==> src/rtl/ibex_rf_write_arbiter.sv <==
// Write-port arbiter for the FPGA register file: clears all writable registers after reset or on request,
// then shares the single write port between the core writeback (fixed priority) and a secondary requester.
module ibex_rf_write_arbiter #(
  parameter bit                    RV32E        = 1'b0,
  parameter int unsigned           DataWidth    = 32,
  parameter logic [DataWidth-1:0]  WordZeroVal  = '0,
  parameter bit                    ClearOnReset = 1'b1,
  parameter int unsigned           StarveLimit  = 4
) (
  input  logic                 clk_i,
  input  logic                 rst_i,
  input  logic                 clear_req_i,
  input  logic                 wb_we_i,
  input  logic [4:0]           wb_waddr_i,
  input  logic [DataWidth-1:0] wb_wdata_i,
  input  logic                 sec_valid_i,
  output logic                 sec_ready_o,
  input  logic [4:0]           sec_waddr_i,
  input  logic [DataWidth-1:0] sec_wdata_i,
  output logic                 wb_stall_o,
  output logic                 rf_ready_o,
  output logic                 rf_we_o,
  output logic [4:0]           rf_waddr_o,
  output logic [DataWidth-1:0] rf_wdata_o,
  output logic                 err_o
);

  localparam int unsigned      NumRegs  = RV32E ? 16 : 32;
  localparam logic [4:0]       LastAddr = 5'(NumRegs - 1);
  localparam int unsigned      CntW     = $clog2(StarveLimit + 1);
  localparam logic [CntW-1:0]  CntMax   = CntW'(StarveLimit);

  localparam logic [0:0] StClear = 1'b0;
  localparam logic [0:0] StRun   = 1'b1;
  localparam logic [0:0] StReset = ClearOnReset ? StClear : StRun;

  logic [0:0]           state_q, state_d;
  logic [4:0]           clr_addr_q, clr_addr_d;
  logic [CntW-1:0]      wait_cnt_q, wait_cnt_d;
  logic                 stall_q, stall_d;
  logic                 err_q, err_d;
  logic                 sec_ready_c;
  logic                 rf_we_c;
  logic [4:0]           rf_waddr_c;
  logic [DataWidth-1:0] rf_wdata_c;

  // State and bookkeeping registers
  always_ff @(posedge clk_i or posedge rst_i) begin
    if (rst_i) begin
      state_q    <= StReset;
      clr_addr_q <= 5'd1;
      wait_cnt_q <= '0;
      stall_q    <= 1'b0;
      err_q      <= 1'b0;
    end else begin
      state_q    <= state_d;
      clr_addr_q <= clr_addr_d;
      wait_cnt_q <= wait_cnt_d;
      stall_q    <= stall_d;
      err_q      <= err_d;
    end
  end

  // Next-state logic and zero-latency write-port selection
  always_comb begin
    state_d     = state_q;
    clr_addr_d  = clr_addr_q;
    wait_cnt_d  = wait_cnt_q;
    stall_d     = stall_q;
    err_d       = 1'b0;
    sec_ready_c = 1'b0;
    rf_we_c     = 1'b0;
    rf_waddr_c  = wb_waddr_i;
    rf_wdata_c  = wb_wdata_i;

    case (state_q)
      StClear: begin
        rf_we_c    = 1'b1;
        rf_waddr_c = clr_addr_q;
        rf_wdata_c = WordZeroVal;
        clr_addr_d = clr_addr_q + 5'd1;
        wait_cnt_d = '0;
        stall_d    = 1'b0;
        err_d      = wb_we_i;
        if (clr_addr_q == LastAddr) begin
          state_d = StRun;
        end
      end

      StRun: begin
        if (wb_we_i) begin
          rf_we_c = (wb_waddr_i != 5'd0);
          err_d   = stall_q;
        end else begin
          sec_ready_c = 1'b1;
          rf_waddr_c  = sec_waddr_i;
          rf_wdata_c  = sec_wdata_i;
          rf_we_c     = sec_valid_i && (sec_waddr_i != 5'd0);
        end

        // Starvation tracking: a stall stays up until the secondary actually transfers
        if (sec_valid_i && !sec_ready_c) begin
          if (wait_cnt_q != CntMax) begin
            wait_cnt_d = wait_cnt_q + CntW'(1);
          end
          if (wait_cnt_d == CntMax) begin
            stall_d = 1'b1;
          end
        end else if (sec_valid_i && sec_ready_c) begin
          wait_cnt_d = '0;
          stall_d    = 1'b0;
        end

        if (clear_req_i) begin
          state_d    = StClear;
          clr_addr_d = 5'd1;
          wait_cnt_d = '0;
          stall_d    = 1'b0;
        end
      end

      default: begin
        state_d = StReset;
      end
    endcase
  end

  // Handshake and write enable are forced low while reset is held
  assign sec_ready_o = sec_ready_c & ~rst_i;
  assign rf_we_o     = rf_we_c & ~rst_i;
  assign rf_waddr_o  = rf_waddr_c;
  assign rf_wdata_o  = rf_wdata_c;
  assign rf_ready_o  = (state_q == StRun);
  assign wb_stall_o  = stall_q;
  assign err_o       = err_q;

endmodule

==> config.mk <==
export PLATFORM = sky130hd
export DESIGN_NAME = ibex_rf_write_arbiter
export DESIGN_NICKNAME = d
export VERILOG_FILES = /design/src/rtl/ibex_rf_write_arbiter.sv
export SDC_FILE = /design/constraint.sdc
export NUM_CORES = 1
export LEC_CHECK = 0
export ABC_CLOCK_PERIOD_IN_PS = 1650
export CORE_AREA = 2 2 65 80
export DETAILED_ROUTE_END_ITERATION = 12
export DIE_AREA = 0 0 67 82
export PLACE_DENSITY = 0.76
export SKIP_LAST_GASP = 1
export SLEW_MARGIN = 20
export SYNTH_ARGS = -nofsm -noshare
export SYNTH_HDL_FRONTEND = slang
export SYNTH_SLANG_ARGS = --single-unit
==> constraint.sdc <==
create_clock -name clk_i -period 1.65 [get_ports clk_i]
set_input_delay 0.165 -clock clk_i [delete_from_list [all_inputs] [get_ports clk_i]]
set_output_delay 0.165 -clock clk_i [all_outputs]
set_load 0.02 [all_outputs]
==> flow_summary_export.csv, run 1 <==
group,metric,value,unit
run_status,status,"finished, violations left",
run_status,violations,"negative setup slack",
layout,diodes,0,
global_route,antenna_found_initial,0,
placed_design,place_hpwl,3.74,mm
drt,viasPerCell,4.50,
layout,finalInstanceArea,2550,um2
setup_path,startpoint_type,"flip-flop",
placed_design,dp.cells,337,
floorplanning,core,4760,um2
setup_path,cp.arrival,1.56,ns
drt,drc_errors,0,
min_path,hold_path.class,"in -> async",
floorplanning,io_pins,121,
synth,synth_seq_cells,11,
layout,final_cell_mix,"77 x clkdlybuf4s50_1, 37 x mux2i_1, 34 x nor2b_1",
floorplanning,rows,28,
sta,finalSetupViolCount,1,
synth,synth_sequential_area_ratio,0.215,
setup_path,cp.required,1.48,ns
layout,drive_above_1_share,0.198,
layout,layout.cells.non_filler,343,
placed_design,gp_congestion,0.789,
setup_path,setup.worst_path.end_class,"output port",
sta,clock_skew,0.00153,ns
sta,setup_ws,-0.0781,ns
sta,slew_violations,0,
floorplanning,start_util,0.269,
synth,ys_warn_count,0,
setup_path,cp_max_fo,3,
power_and_ir_drop,p_leak,1.20,nW
drt,wl_per_cell,13.1,um
placed_design,placed_area,2620,um2
synth,yosys_most_used_dff,"dfrtp_1",
power_and_ir_drop,ir_drop,0.752,mV
clock_network,clk_pin_slew,0.05,ns
layout,num-nets-final,367,
clock_network,cts_inserted_buffers,3,
sta,finalCritPeriodShare,1.05,
clock_network,cts_root_buf,"clkbuf_8",
drt,firstDrtPassIters,4,
layout,layout_commonest_cell,"clkdlybuf4s50_1",
clock_network,holdBufCountCts,0,
global_route,grt_max_degree,34,
floorplanning,die_area,5490,um2
clock_network,cts.sinks,11,
clock_network,htree_levels,1,
global_route,grt_use_total,0.148,
synth,syn_inst,155,
clock_network,cts_tree,"done",
layout,area_growth,98.7,%
sta,fin_crit,1.73,ns
sta,max_slew.worst_pin.slew,0.419,ns
global_route,overflow,0,
setup_path,critPathKind,"reg -> out",
sta,timing.fmax,0.579,GHz
floorplanning,dieHeight,82,um
drt,drtAntennaViolNets,0,
drt,routed_wl,4.48,mm
placed_design,portBuffers,120,
clock_network,clockBufferDepth,2,
synth,ys_types,28,
layout,num-fill-cells,511,
sta,rsz0062_at_grt,"true",
sta,relSlewSlack,0.720,
drt,dr_total_vias,1543,
synth,synth.net_count,238,
synth,async_flop_share,1.00,
global_route,grt_pass1_wl,6.40,mm
synth,synth_edf_count,0,
flow_run,cap_violations,0,
sta,hold_violations,0,
synth,syn_area_per_cell,8.28,um2
global_route,first_global_vias,1413,
synth,syn_area,1280,um2
drt,drt-initial-drc-count,39,
power_and_ir_drop,powerDensity,711,nW/um2
clock_network,clk_latency,0.23,ns
floorplanning,die_x,67,um
[power breakdown]
part           switching, mW  internal [mW]  total, mW
sequential            0.0729          0.354      0.427
clock                 0.0963          0.169      0.266
combinational          0.554          0.569       1.12
[cell families (layout without fill, tap and decap cells)]
family | count (synthesis) | in the layout | synth area share
XOR/XNOR | 1 | 1 | 0.00682
AO/OA/AOI/OAI | 24 | 24 | 0.114
multiplexers | 38 | 38 | 0.297
adder cells (fa/ha/maj) | 4 | 4 | 0.0390
flip-flops | 11 | 11 | 0.215
AND/OR/NAND/NOR | 59 | 59 | 0.270
buffers and inverters | 18 | 146 | 0.0575
[state kept, by name, summed over array words and instances, names as in the netlist]
signal,flops
clr_addr_q,5
err_o,1
rf_ready_o,1
wait_cnt_q,3
wb_stall_o,1
[area by class of cell]
class | count | area [um2] | area share
clock buffer | 4 | 45.0 | 0.0177
inverter | 7 | 26.3 | 0.0103
multi-input combinational | 126 | 955 | 0.374
sequential | 11 | 277 | 0.108
tap | 60 | 75.1 | 0.0294
timing repair buffer | 135 | 1170 | 0.460
[per-stage QoR]
| step | hold slack [ns] | utilization | worst slack [ns] | TNS (ns) | power, mW |
|---|---|---|---|---|---|
| after floorplan | 0.0167 | - | 0.000267 | 0 | 1.06 |
| after global placement | 0.496 | 0.549 | -0.516 | -2.57 | 1.67 |
| after detailed placement | 0.501 | 0.549 | -0.554 | -2.73 | 1.68 |
| after CTS | 0.326 | 0.553 | -0.274 | -0.274 | 1.85 |
| after global routing | 0.375 | 0.535 | -0.136 | -0.136 | 1.95 |
| final | 0.326 | 0.535 | -0.0781 | -0.0781 | 1.82 |
[routing by layer]
metal | vias to the layer above | global-route usage | share of wire
li1 | 790 | - | -
met1 | 685 | 0.184 | 0.41
met2 | 66 | 0.263 | 0.50
met3 | 2 | 0.0301 | 0.082
met4 | 0 | 0.0245 | 0.0034
met5 | - | 0 | 0
[worst max-delay path, stage by stage, from the launching register on]
cell and delay, ns:
dfrtp_1 0.38, or4b_4 0.49, o31ai_4 0.23, a21oi_2 0.09, buf_6 0.14
[final timing paths]
| kind | startpoint | to | slack, ns | depth (start not counted) |
|---|---|---|---|---|
| worst max register to register | wait_cnt_q[0] | wb_stall_o | 0.07 | 5 |
| max in group asynchronous | rst_i | clr_addr_q[0] | 1.00 | 2 |
| worst min-delay path | rst_i | rf_ready_o | 0.33 | 2 |
| min in group clk_i | wb_we_i | wb_stall_o | 0.45 | 4 |
| worst min register to register | clr_addr_q[3] | clr_addr_q[3] | 0.51 | 1 |
| worst max-delay path | rf_ready_o | rf_we_o | -0.08 | 4 |
[synth_stat cells (4+ instances only)]
master | instances | area share
inv_1 | 7 | 0.020
a21oi_1 | 9 | 0.035
ha_1 | 4 | 0.039
nor2b_1 | 34 | 0.17
nand2b_1 | 6 | 0.029
o21ai_0 | 6 | 0.023
mux2i_1 | 37 | 0.29
buf_2 | 5 | 0.019
clkbuf_1 | 6 | 0.018
dfrtp_1 | 10 | 0.19
nand2_1 | 5 | 0.015
nor2_1 | 6 | 0.018
[repair_timing]
item	in CTS	in global routing
buffers inserted	1	1
pin swaps	0	4
resized for setup	48	66
setup endpoints to repair	41	35
(Power assumes the default switching activity.)
==> run 2, diff against run 1 <==
--- a/config.mk
+++ b/config.mk
@@ -15,3 +15,4 @@
 export SYNTH_ARGS = -nofsm -noshare
 export SYNTH_HDL_FRONTEND = slang
 export SYNTH_SLANG_ARGS = --single-unit
+export TNS_END_PERCENT = 1
==> run 2 against run 1 <==
Compared with the run above:
- the run still ends with negative setup slack left
- global-route usage decreased by 0.14 points
- clock power about the same
- utilization increased by 2.3 points
- worst hold slack got worse by 0.012 ns
- die area unchanged
- wire length decreased by 0.74%
- critical path depth increased by 1
- critical path type is now in -> out
- highest routed layer unchanged
==> flow_summary_export.csv, run 2 (synthesis results as in run 1) <==
group,metric,value,unit
layout,layout.cells.non_filler,341,
clock_network,holdBufCountCts,0,
layout,top_regs,"clr_addr_q x5, wait_cnt_q x3",
layout,drive_above_1_share,0.0747,
sta,clock_skew,0.00135,ns
floorplanning,core,4760,um2
global_route,first_global_vias,1410,
global_route,overflow,0,
floorplanning,dieHeight,82,um
sta,hold_violations,0,
floorplanning,rows,28,
global_route,grt_max_degree,34,
sta,fin_hold_ws,0.314,ns
setup_path,startpoint_type,"input port",
clock_network,htree_levels,1,
setup_path,setup.worst_path.end_class,"output port",
setup_path,cp.required,1.48,ns
placed_design,placed_area,2620,um2
power_and_ir_drop,ir_drop,0.752,mV
sta,rsz0062_at_grt,"true",
drt,dr_total_vias,1526,
floorplanning,die_x,67,um
placed_design,gp_congestion,0.789,
drt,routed_wl,4.44,mm
run_status,violations,"negative setup slack",
layout,seq_area,277,um2
power_and_ir_drop,powerDensity,723,nW/um2
clock_network,cts_tree,"done",
clock_network,cts_inserted_buffers,3,
placed_design,portBuffers,120,
global_route,antenna_found_initial,0,
setup_path,cp.arrival,1.78,ns
clock_network,clk_latency,0.23,ns
placed_design,pre_cts_ws,-0.554,ns
sta,slew_violations,0,
layout,num-nets-final,365,
layout,regMostFlops,"clr_addr_q",
layout,largest_reg_flops,5,
layout,final_cell_mix,"111 x clkdlybuf4s50_1, 37 x mux2i_1, 34 x nor2b_1",
drt,drc_errors,0,
setup_path,critPathKind,"in -> out",
run_status,status,"finished, violations left",
layout,num-fill-cells,482,
min_path,hold_path.class,"in -> async",
power_and_ir_drop,finalPower,1.92,mW
power_and_ir_drop,p_leak,1.15,nW
clock_network,clk_pin_slew,0.05,ns
sta,max_slew.worst_pin.slew,0.420,ns
drt,drt-initial-drc-count,54,
sta,finalSetupViolCount,33,
drt,wl_per_cell,13.0,um
layout,area_growth,107,%
sta,setup_ws,-0.294,ns
clock_network,clockBufferDepth,2,
clock_network,cts-resized-gates,10,
clock_network,cts.sinks,11,
placed_design,dp.cells,337,
floorplanning,die_area,5490,um2
setup_path,cp_max_fo,2,
layout,multi_input_comb_area,933,um2
layout,diodes,0,
clock_network,cts_root_buf,"clkbuf_8",
sta,finalCritPeriodShare,1.18,
layout,layout_commonest_cell,"clkdlybuf4s50_1",
global_route,grt_pass1_wl,6.34,mm
floorplanning,io_pins,121,
sta,relSlewSlack,0.720,
sta,timing.fmax,0.514,GHz
global_route,grt_use_total,0.147,
drt,firstDrtPassIters,4,
drt,viasPerCell,4.48,
flow_run,cap_violations,0,
drt,drtAntennaViolNets,0,
floorplanning,start_util,0.269,
clock_network,post_cts_buffers,0,
sta,fin_crit,1.94,ns
layout,finalInstanceArea,2660,um2
placed_design,place_hpwl,3.74,mm
## run 2: per-stage QoR
stage	util	setup TNS [ns]
after floorplan	-	0
after global placement	0.549	-2.57
after detailed placement	0.549	-2.73
after CTS	0.558	-7.82
after global routing	0.559	-10.74
final	0.559	-7.30
## run 2: metal layers
layer	vias to the layer above	GRT usage	wire length [um]
li1	787	-	-
met1	671	0.184	1850
met2	66	0.260	2230
met3	2	0.0274	348
met4	0	0.0245	15
met5	-	0	0
## run 2: area by class of cell
cell class                      instances  share of cell area
Tap cell                               60              0.0282
Sequential cell                        11               0.104
Inverter                                7             0.00987
Multi-Input combinational cell        126               0.351
Clock buffer                            4              0.0169
Timing Repair Buffer                  133               0.491
## run 2: power by group
group | switching, mW | internal [mW] | leakage [nW] | total (mW)
Combinational | 0.552 | 0.681 | 0.984 | 1.23
Clock | 0.0957 | 0.169 | 0.0228 | 0.265
Sequential | 0.0728 | 0.354 | 0.140 | 0.427
## run 2: final timing paths
kind	from	end	slack, ns	cells after the start
setup / recovery	wb_waddr_i[0]	rf_we_o	-0.29	5
hold / removal	rst_i	rf_ready_o	0.31	2
setup reg to reg	wait_cnt_q[0]	wb_stall_o	0.02	5
hold reg to reg	clr_addr_q[3]	clr_addr_q[3]	0.50	1
max in group asynchronous	rst_i	clr_addr_q[0]	1.01	2
min in group clk_i	wb_we_i	wb_stall_o	0.44	4
## run 2: critical path, cell delays in order
cell	delay (ns)
clkdlybuf4s50_1	0.42
or4b_1	0.53
o31ai_1	0.26
a21oi_1	0.14
clkdlybuf4s15_2	0.27
